**config.mk**
```make
export PLATFORM = sky130hd
export DESIGN_NAME = des_text_packer
export DESIGN_NICKNAME = d
export VERILOG_FILES = /design/src/rtl/des_text_packer.sv
export SDC_FILE = /design/constraint.sdc
export NUM_CORES = 1
export LEC_CHECK = 0
export ABC_CLOCK_PERIOD_IN_PS = 2200
export BUFFER_PORTS_ARGS = -buffer_cell sky130_fd_sc_hd__clkbuf_2
export CAP_MARGIN = 20
export CORE_AREA = 2 2 131 94
export CTS_BUF_LIST = sky130_fd_sc_hd__clkbuf_4 sky130_fd_sc_hd__clkbuf_8 sky130_fd_sc_hd__clkbuf_16
export DETAILED_ROUTE_END_ITERATION = 8
export DIE_AREA = 0 0 133 96
export GPL_TIMING_DRIVEN = 1
export PLACE_DENSITY = 0.5
export SLEW_MARGIN = 20
export SYNTH_ARGS = -nofsm -noshare
export SYNTH_HDL_FRONTEND = slang
export SYNTH_SLANG_ARGS = --single-unit
```
**constraint.sdc**
```tcl
create_clock -name clk -period 2.2 [get_ports clk]
set_clock_uncertainty 0.1 [all_clocks]
set_input_delay 0.33 -clock clk [delete_from_list [all_inputs] [get_ports clk]]
set_output_delay 0.33 -clock clk [all_outputs]
set_load 0.1 [all_outputs]
```
**src/rtl/des_text_packer.sv**
```systemverilog
// des_text_packer: packs an ASCII byte stream MSB-first into 64-bit DES
// plaintext blocks, pads the final block and hands each block downstream
// on a valid/ready interface that also drives the encryptor enable.
// Build option: define PKCS_PAD_EN for PKCS#5 padding. This adds an extra
// all-0x08 block after a message that ends on a block boundary. Without the
// macro, pad bytes are 0x00.
module des_text_packer #(
  parameter int CNT_W      = 16,
  parameter int PAD_BYTE_W = 8
) (
  input  logic                  clk,
  input  logic                  rst,
  input  logic [PAD_BYTE_W-1:0] in_byte,
  input  logic                  in_valid,
  input  logic                  in_last,
  output logic                  in_ready,
  output logic [63:0]           value,
  output logic                  blk_valid,
  input  logic                  blk_ready,
  output logic                  blk_last,
  output logic                  encr_en,
  output logic [CNT_W-1:0]      blk_count
);

`ifdef PKCS_PAD_EN
  localparam bit PKCS_EN = 1'b1;
`else
  localparam bit PKCS_EN = 1'b0;
`endif

  localparam logic [63:0] PAD_BLOCK = 64'h0808080808080808;

  typedef enum logic {
    FILL = 1'b0,
    OUT  = 1'b1
  } state_t;

  state_t                  state_q, state_d;
  logic [2:0]              idx_q, idx_d;
  logic [63:0]             value_q, value_d;
  logic                    last_q, last_d;
  logic                    extra_q, extra_d;
  logic [CNT_W-1:0]        cnt_q, cnt_d;
  logic [3:0]              n_used;
  logic [PAD_BYTE_W-1:0]   pad_byte;

  // Pad byte for a block holding n data bytes: 8-n under PKCS#5, else zero.
  function automatic logic [PAD_BYTE_W-1:0] pad_val(input logic [3:0] n);
    pad_val = PKCS_EN ? PAD_BYTE_W'(4'd8 - n) : '0;
  endfunction

  assign n_used   = {1'b0, idx_q} + 4'd1;
  assign pad_byte = pad_val(n_used);

  // The block interface is a pure decode of the registered FSM state.
  assign in_ready  = (state_q == FILL);
  assign blk_valid = (state_q == OUT);
  assign encr_en   = (state_q == OUT);
  assign value     = value_q;
  assign blk_last  = last_q;
  assign blk_count = cnt_q;

  // Next-state logic: byte packing and padding in FILL, block hand-off in OUT.
  always_comb begin
    state_d = state_q;
    idx_d   = idx_q;
    value_d = value_q;
    last_d  = last_q;
    extra_d = extra_q;
    cnt_d   = cnt_q;
    unique case (state_q)
      FILL: begin
        if (in_valid) begin
          // Current byte goes to its lane; on the last byte every later
          // lane is filled with the pad value in the same cycle.
          for (int i = 0; i < 8; i++) begin
            if (3'(i) == idx_q) begin
              value_d[63-8*i -: 8] = in_byte;
            end else if (in_last && (3'(i) > idx_q)) begin
              value_d[63-8*i -: 8] = pad_byte;
            end
          end
          idx_d = idx_q + 3'd1;
          if (in_last) begin
            state_d = OUT;
            idx_d   = 3'd0;
            if (idx_q == 3'd7) begin
              // Boundary-aligned end: under PKCS#5 the final marker moves
              // to the extra pad block that follows.
              last_d  = !PKCS_EN;
              extra_d = PKCS_EN;
            end else begin
              last_d = 1'b1;
            end
          end else if (idx_q == 3'd7) begin
            state_d = OUT;
            last_d  = 1'b0;
          end
        end
      end
      OUT: begin
        if (blk_ready) begin
          cnt_d = cnt_q + 1'b1;
          if (extra_q) begin
            value_d = PAD_BLOCK;
            last_d  = 1'b1;
            extra_d = 1'b0;
          end else begin
            state_d = FILL;
            idx_d   = 3'd0;
          end
        end
      end
      default: begin
        state_d = FILL;
      end
    endcase
  end

  // State registers; reset discards any partial or pending block.
  always_ff @(posedge clk) begin
    if (rst) begin
      state_q <= FILL;
      idx_q   <= 3'd0;
      value_q <= 64'd0;
      last_q  <= 1'b0;
      extra_q <= 1'b0;
      cnt_q   <= '0;
    end else begin
      state_q <= state_d;
      idx_q   <= idx_d;
      value_q <= value_d;
      last_q  <= last_d;
      extra_q <= extra_d;
      cnt_q   <= cnt_d;
    end
  end

endmodule

```
### Word-level counts from Yosys, hierarchy flattened

Cells that the tools add are included.
W data, S select, Z words.

* reductions and logical operators: 21
* equality and inequality tests: 23
* $lt $le $gt $ge: 8
* add/subtract/negate cells: 2
* multiplexer cells: 41
* bitwise gates (word level): 1

Operators with widths (count)
* $mux W64: 3
* $mux W8: 16
* $pmux W64 S2: 1
* $reduce_and A4 Y1: 10
* $ne A3 B1 Y1 const B: 8
* $add A16 B1 Y16 const B: 1
* $mux W1: 13
* $eq A3 B3 Y1 const A: 4
* $gt A3 B3 Y1 const A: 4
* $mux W3: 4
* $logic_and A1 B1 Y1: 8
* $ne A2 B2 Y1 const B: 4
* $eq A2 B3 Y1 const A: 2
* $gt A1 B3 Y1 const A: 2
* $gt A2 B3 Y1 const A: 2
* $pmux W1 S2: 3
* $pmux W3 S2: 1
* $ne A2 B1 Y1 const B: 2
* $add A3 B1 Y3 const B: 1
* $eq A1 B3 Y1 const A: 1
* $eq A3 B3 Y1 const B: 1
* $logic_not A3 Y1: 1
* $ne A3 B2 Y1 const B: 1
* $reduce_and A3 Y1: 1
* other kinds (2): 2

* output and inout port bits: 84
* input port bits: 13
* register bits: 86
* word-level logic and storage cells: 109

### Longest topological paths before layout

Gate-level depths: netlist (run 1).

* word-level depth: 6
* mapped depth: 7
* depth with buffers taken out: 6

### Worst setup path before layout (run 1)

OpenSTA, ideal clock, no wires.

* kind: reg2reg
* start point: register cnt_q[3], in the netlist blk_count[3]
* end point: register cnt_q[15], in the netlist blk_count[15]
* clock period less this slack: 2.368 ns
* data required time: 1.977 ns
* path slack: -0.168 ns
* arrival time: 2.145 ns
* cell stages (with the launch flop): 5
* setup time: 0.123 ns
* path buffers: 0
* cell sequence: dfxtp_1 nand4_1 nor3_2 nand4_1 mux2_1

* cells in the longest elaborated chain, start to end: 1

Ends and longest elaborated chain
* start: declaration: RTL line 43 `logic [CNT_W-1:0] cnt_q, cnt_d;`
* start signal: assignment: RTL line 135 `cnt_q <= cnt_d;`
* $add A16 B1 Y16: RTL line 103 `cnt_d = cnt_q + 1'b1;`

No other way between the ends.
A chain may end at the register's enable or synchronous reset.

### Final worst setup path (run 1)

* start point: register idx_q[1]
* end point: register value_q[58], in the netlist value[58]

* cells in the longest elaborated chain, start to end: 4
* elaborated cells between the ends (all ways): 8
* those cells by class: 1 x order compare; 1 x eq/ne; 3 x mux; 3 x reduce/logical

Ends and longest elaborated chain
* start: declaration: RTL line 39 `logic [2:0] idx_q, idx_d;`
* start signal: assignment: RTL line 131 `idx_q <= idx_d;`
* $gt A1 B3 Y1 / $logic_not A3 Y1 (equally long branches): RTL line 79, 77
* $logic_and A1 B1 Y1 / $mux W8 (equally long branches): RTL line 79, 77
* $ne A3 B1 Y1 (no line) / $mux W64 (equally long branches)
* $reduce_and A4 Y1 (no line) / $pmux W64 S2 (equally long branches)
* end signal: assignment: RTL line 132 `value_q <= value_d;`
* end: declaration: RTL line 40 `logic [63:0] value_q, value_d;`

Parallel ways exist; a longest one is shown, timed or not. The select of a mux whose other input is x is not followed.

==> flow_metrics.py, run 1 <==
metrics = {
    "status": {
        "status": "finished clean",
    },
    "die": {
        "start_util_pct": 29.44,
        "ios": 97,
        "num_rows": 33,
        "die_w_um": 133,
        "die_y_um": 96,
        "coreArea_mm2": 0.01152,
        "dieArea_mm2": 0.01277,
    },
    "logic_synthesis": {
        "synth_edf_count": 0,
        "yosysWarningCount": 0,
        "syn_area_per_cell_um2": 9.268,
        "synth_ff_type": "dfxtp_1",
        "syn_nets": 384,
        "synthTopCellsByArea": "dfxtp_1 50%, a22oi_1 13%, nor2_1 8.3%",
        "ys_seq_area_share_pct": 50.17,
        "synth_top_cell_by_area": "dfxtp_1",
        "netlist.area_leader.share_pct": 50.17,
        "ys_ff_latch": 85,
        "syn_inst": 366,
        "yosysUniqueCellTypes": 42,
        "async_reset_ff_share_pct": 0,
        "netlist_area_mm2": 0.003392,
    },
    "worst_setup_path": {
        "criticalPathCategory": "flip-flop to flip-flop",
        "r2r_start": "idx_q[1]",
        "cp.arrival_ns": 2.05,
        "worstPathRequired_ns": 2.37,
        "cp-startpoint": "idx_q[1]",
        "cp_max_fo": 10,
        "cp-end-kind": "flip-flop",
        "critPathLaunchType": "flip-flop",
    },
    "cts": {
        "ctsResizeCount": 0,
        "cts_max_level": 3,
        "cts_buffer_depth": 2,
        "cts.sinks": 85,
        "clock_latency_ns": 0.34,
        "cts_setup_buffers": 0,
        "clk_pin_slew_ns": 0.06,
        "hold_buffers": 0,
        "cts_tree": "built",
        "cts_root_buffer": "clkbuf_16",
        "cts_inserted_buffers": 9,
    },
    "routing": {
        "finalWirelength_um": 9593,
        "drt_iter0_markers": 242,
        "num_vias": 2948,
        "routedWlPerCell_um": 15.78,
        "postRouteAntennaNets": 0,
        "first_pass_iters": 4,
        "drc_errors": 0,
        "routed_via_density": 4.849,
    },
    "timing": {
        "setup_viol": 0,
        "hold_violations": 0,
        "tns_ns": 0,
        "period_minus_slack_ns": 1.875,
        "fmax_mhz": 533.4,
        "slew_violations": 0,
        "rsz0062_at_grt": "false",
        "period_share_pct": 85.22,
        "tightest_slew_ns": 0.6272,
        "relSlewSlack_pct": 58.00,
    },
    "finish": {
        "drive_gt1_share_pct": 29.71,
        "antenna_cells": 0,
        "fill_cells": 1174,
        "design_area_mm2": 0.004275,
        "layout_common_cells": "96 x clkbuf_2, 76 x dfxtp_1, 75 x nor2_1",
        "nets": 464,
        "final_common_cell": "clkbuf_2",
        "syn_to_final_growth_pct": 26.04,
    },
    "pwr": {
        "power_density_mw_per_mm2": 807.6,
        "power.leakage_nw": 1.761,
        "ir_drop_mv": 0.3713,
        "p_total_w": 0.003453,
    },
    "placement": {
        "io_buffers": 96,
        "place.gp.congestion": 0.7817,
        "hpwl_um": 6732,
        "placed_cell_area_mm2": 0.003965,
    },
    "global_route": {
        "grt_pass1_wl_um": 15090,
        "grt_pass1_vias": 2781,
        "grt_max_degree": 30,
        "grt_usage_pct": 15.41,
        "antenna_found_initial": 0,
        "overflow": 0,
    },
    "flow_run": {
        "drv_cap": 0,
    },
    "hold_path": {
        "worstHoldPathType": "input port to flip-flop",
        "hold_start": "blk_ready",
    },
}
-- where the power goes --
group,internal [W],switching (W),leakage (nW),total (W)
registers,0.00156,0.0000188,0.691,0.00158
logic,0.0000619,0.000262,0.925,0.000324
clock network,0.000918,0.000635,0.145,0.00155
total,0.00254,0.000916,1.76,0.00345
-- logic make-up after synthesis --
| kind of cell | share of synthesized area (%) |
|---|---|
| buffers and inverters | 4.943 |
| AO/OA/AOI/OAI | 16.93 |
| XOR/XNOR | 2.582 |
| AND/OR/NAND/NOR | 20.18 |
| flip-flops | 50.17 |
| multiplexers | 3.357 |
| adder cells (fa/ha/maj) | 1.844 |
-- layer usage --
layer,global-route usage (%),wire length (µm),vias up
li1,-,-,1445
met1,21.68,4763,1401
met2,22.45,4035,90
met3,5.161,673,12
met4,4.211,120,0
met5,0,0,-
-- flip-flops by register name, summed over array words and instances (netlist names) --
register	count
blk_last	1
value	64
blk_count	16
blk_valid	1
idx_q	3
-- Yosys cell counts (3+ instances only) --
master / count
a21oi_1: 6
nor2_1: 75
nand3_1: 10
and2_1: 3
dfxtp_1: 85
a22oi_1: 57
and4_1: 3
xnor2_1: 3
and3_1: 3
mux2i_1: 8
buf_2: 8
ha_1: 5
nor2b_1: 3
nand2_1: 17
o21ai_1: 3
inv_1: 4
xor2_1: 7
nand4_1: 6
clkbuf_1: 20
nand2b_1: 11
-- per-stage QoR --
| step | hold slack, ns | cells | utilization [%] | setup slack, ns |
|---|---|---|---|---|
| 6_report | 0.2096 | 608 | 37.11 | 0.3252 |
| 5_1_grt | 0.2238 | 608 | 37.11 | 0.1007 |
| 4_1_cts | 0.1903 | 608 | 37.11 | 0.3088 |
| 3_5_place_dp | 0.3695 | 592 | 34.42 | 0.3295 |
| 3_3_place_gp | 0.3619 | 592 | 34.42 | 0.4306 |
| 2_1_floorplan | 0.3827 | 366 | - | 0.01221 |
-- worst max-delay path: stages, from the launching register on --
cell and delay (ns):
dfxtp_1 0.54, inv_1 0.15, ha_1 0.24, o21ai_1 0.49, a22oi_1 0.18, nor2_1 0.12
-- area by class of cell --
class | instances | area, µm² | area share (%)
inverters | 4 | 15.01 | 0.3512
clock inverters | 6 | 71.32 | 1.668
clock buffers | 10 | 239.0 | 5.590
well taps | 157 | 196.4 | 4.595
repair buffers | 101 | 518.0 | 12.12
multi-input cells | 245 | 1523 | 35.62
flip-flops and latches | 85 | 1713 | 40.06
-- path summary, 6_finish.rpt --
kind             endpoint  slack, ns  depth (start not counted)
max reg2reg     value[58]       0.33                          5
min reg2reg      value[9]       0.37                          2
max             value[58]       0.33                          5
min          blk_count[1]       0.21                          3
Power figures use the tool's default switching activity.
==> run 2: changes to the inputs <==
SETUP_SLACK_MARGIN = 0.4   (was unset)
==> run 2 against run 1 <==
Compared with the run above:
- hold slack improved by 0.0072 ns
- non-clock buffer count increased by 1
- wire length increased by 0.23%
- fmax increased by 11%
- sequential share of layout area decreased by 0.14 points
- largest power group is now the clock network
==> flow_metrics.py, run 2 (same netlist as run 1, synthesis figures left out) <==
metrics = {
    "status": {
        "status": "finished clean",
    },
    "routing": {
        "routed_via_density": 4.841,
        "drt_iter0_markers": 201,
        "drc_errors": 0,
        "num_vias": 2948,
        "finalWirelength_um": 9615,
        "postRouteAntennaNets": 0,
        "routedWlPerCell_um": 15.79,
        "dr_wl_met3_um": 649,
        "dr.max_layer_used": "met4",
        "dr_wl_met2_um": 4070,
        "first_pass_iters": 5,
        "wl_met1_um": 4833,
    },
    "global_route": {
        "grt_pass1_wl_um": 15350,
        "grt_pass1_vias": 2795,
        "grt_max_degree": 35,
        "grt_usage_pct": 15.53,
        "antenna_found_initial": 0,
        "overflow": 0,
    },
    "worst_setup_path": {
        "cp.arrival_ns": 1.26,
        "crit_family": "buffers and inverters",
        "worstPathRequired_ns": 1.77,
        "critPathLaunchType": "flip-flop",
        "criticalPathCategory": "flip-flop to output pin",
        "cp_max_fo": 15,
        "slowest_stage": "clkbuf_2",
        "worst-path-buf-inv": 1,
        "path_cells": "clkbuf_2",
        "cpPeakStageDelay_ns": 0.48,
        "cp-end-kind": "output pin",
    },
    "placement": {
        "io_buffers": 96,
        "hpwl_um": 6875,
        "place.gp.congestion": 0.7910,
    },
    "finish": {
        "fill_cells": 1161,
        "layout_common_cells": "96 x clkbuf_2, 74 x nor2_1, 68 x dfxtp_1",
        "nets": 465,
        "antenna_cells": 0,
        "largest_reg_flops": 64,
        "drive_gt1_share_pct": 32.52,
        "syn_to_final_growth_pct": 28.70,
        "finish.utilization_pct": 37.90,
        "final_common_cell": "clkbuf_2",
    },
    "timing": {
        "relSlewSlack_pct": 62.93,
        "tightest_slew_ns": 0.5585,
        "period_share_pct": 76.64,
        "slew_violations": 0,
        "rsz0062_at_grt": "true",
        "hold_violations": 0,
        "period_minus_slack_ns": 1.686,
        "whs_ns": 0.2169,
        "setup_viol": 0,
        "tns_ns": 0,
        "fmax_mhz": 593.1,
    },
    "die": {
        "dieArea_mm2": 0.01277,
        "start_util_pct": 29.44,
        "die_w_um": 133,
        "num_rows": 33,
        "die_y_um": 96,
        "coreArea_mm2": 0.01152,
        "ios": 97,
    },
    "cts": {
        "cts.sinks": 85,
        "hold_buffers": 0,
        "cts_inserted_buffers": 9,
        "cts_buffer_depth": 2,
        "cts_tree": "built",
        "clk_pin_slew_ns": 0.06,
        "clock_latency_ns": 0.34,
        "cts_max_level": 3,
        "cts_root_buffer": "clkbuf_16",
    },
    "flow_run": {
        "drv_cap": 0,
    },
    "pwr": {
        "pwr-share-clk_pct": 48.0,
        "pwr-share-seq_pct": 43.0,
        "p_int_w": 0.002741,
        "ir_drop_mv": 0.3196,
        "power_density_mw_per_mm2": 834.3,
        "switchingPower_w": 0.0009010,
        "combinationalPowerShare_pct": 8.9,
        "power.leakage_nw": 1.803,
        "switching_share_pct": 24.74,
        "p_total_w": 0.003642,
    },
    "hold_path": {
        "worstHoldPathType": "input port to flip-flop",
    },
}
==> run 2: cell type report <==
class / count / area [µm²] / share of cell area (%)
clock buffer: 12 / 277.8 / 6.363
timing repair buffer: 102 / 525.5 / 12.04
inverter: 4 / 15.01 / 0.3439
tap: 157 / 196.4 / 4.500
clock inverter: 4 / 75.07 / 1.720
multi-input combinational: 245 / 1533 / 35.11
sequential: 85 / 1743 / 39.93
==> run 2: per-stage QoR <==
stage          setup WS, ns  instances  cell area, µm²
2_1_floorplan        0.3563        366            3431
3_3_place_gp         0.3886        592            3993
3_5_place_dp         0.3335        592            3993
4_1_cts              0.4480        608            4352
5_1_grt              0.3718        609            4365
6_report             0.5139        609            4365
==> run 2: worst paths after layout <==
check        cells after the start           end  slack [ns]       from
min                              3  blk_count[1]        0.22  blk_ready
max                              1       encr_en        0.51  blk_valid
min reg2reg                      2     value[12]        0.38  value[12]
max reg2reg                      5     value[50]        0.56   idx_q[2]
==> run 2: timing repair <==
item | 4_1_cts | 5_1_grt
buffers inserted | 0 | 1
pin swaps | 0 | 1
gates resized for setup | 3 | 4
endpoints found under the setup margin | 18 | 27
==> run 2: per-layer routing <==
| layer | vias up | track usage (%) |
|---|---|---|
| li1 | 1442 | - |
| met1 | 1416 | 22.34 |
| met2 | 84 | 22.50 |
| met3 | 6 | 5.319 |
| met4 | 0 | 2.957 |
| met5 | - | 0 |
==> run 2: power by group through the flow <==
stage	sequential, W	clock (W)	combinational, W
2_1_floorplan	0.00171	0	0.000141
3_3_place_gp	0.00160	0	0.000321
3_5_place_dp	0.00160	0	0.000324
4_1_cts	0.00157	0.00179	0.000326
5_1_grt	0.00157	0.00184	0.000350
6_report	0.00157	0.00175	0.000325
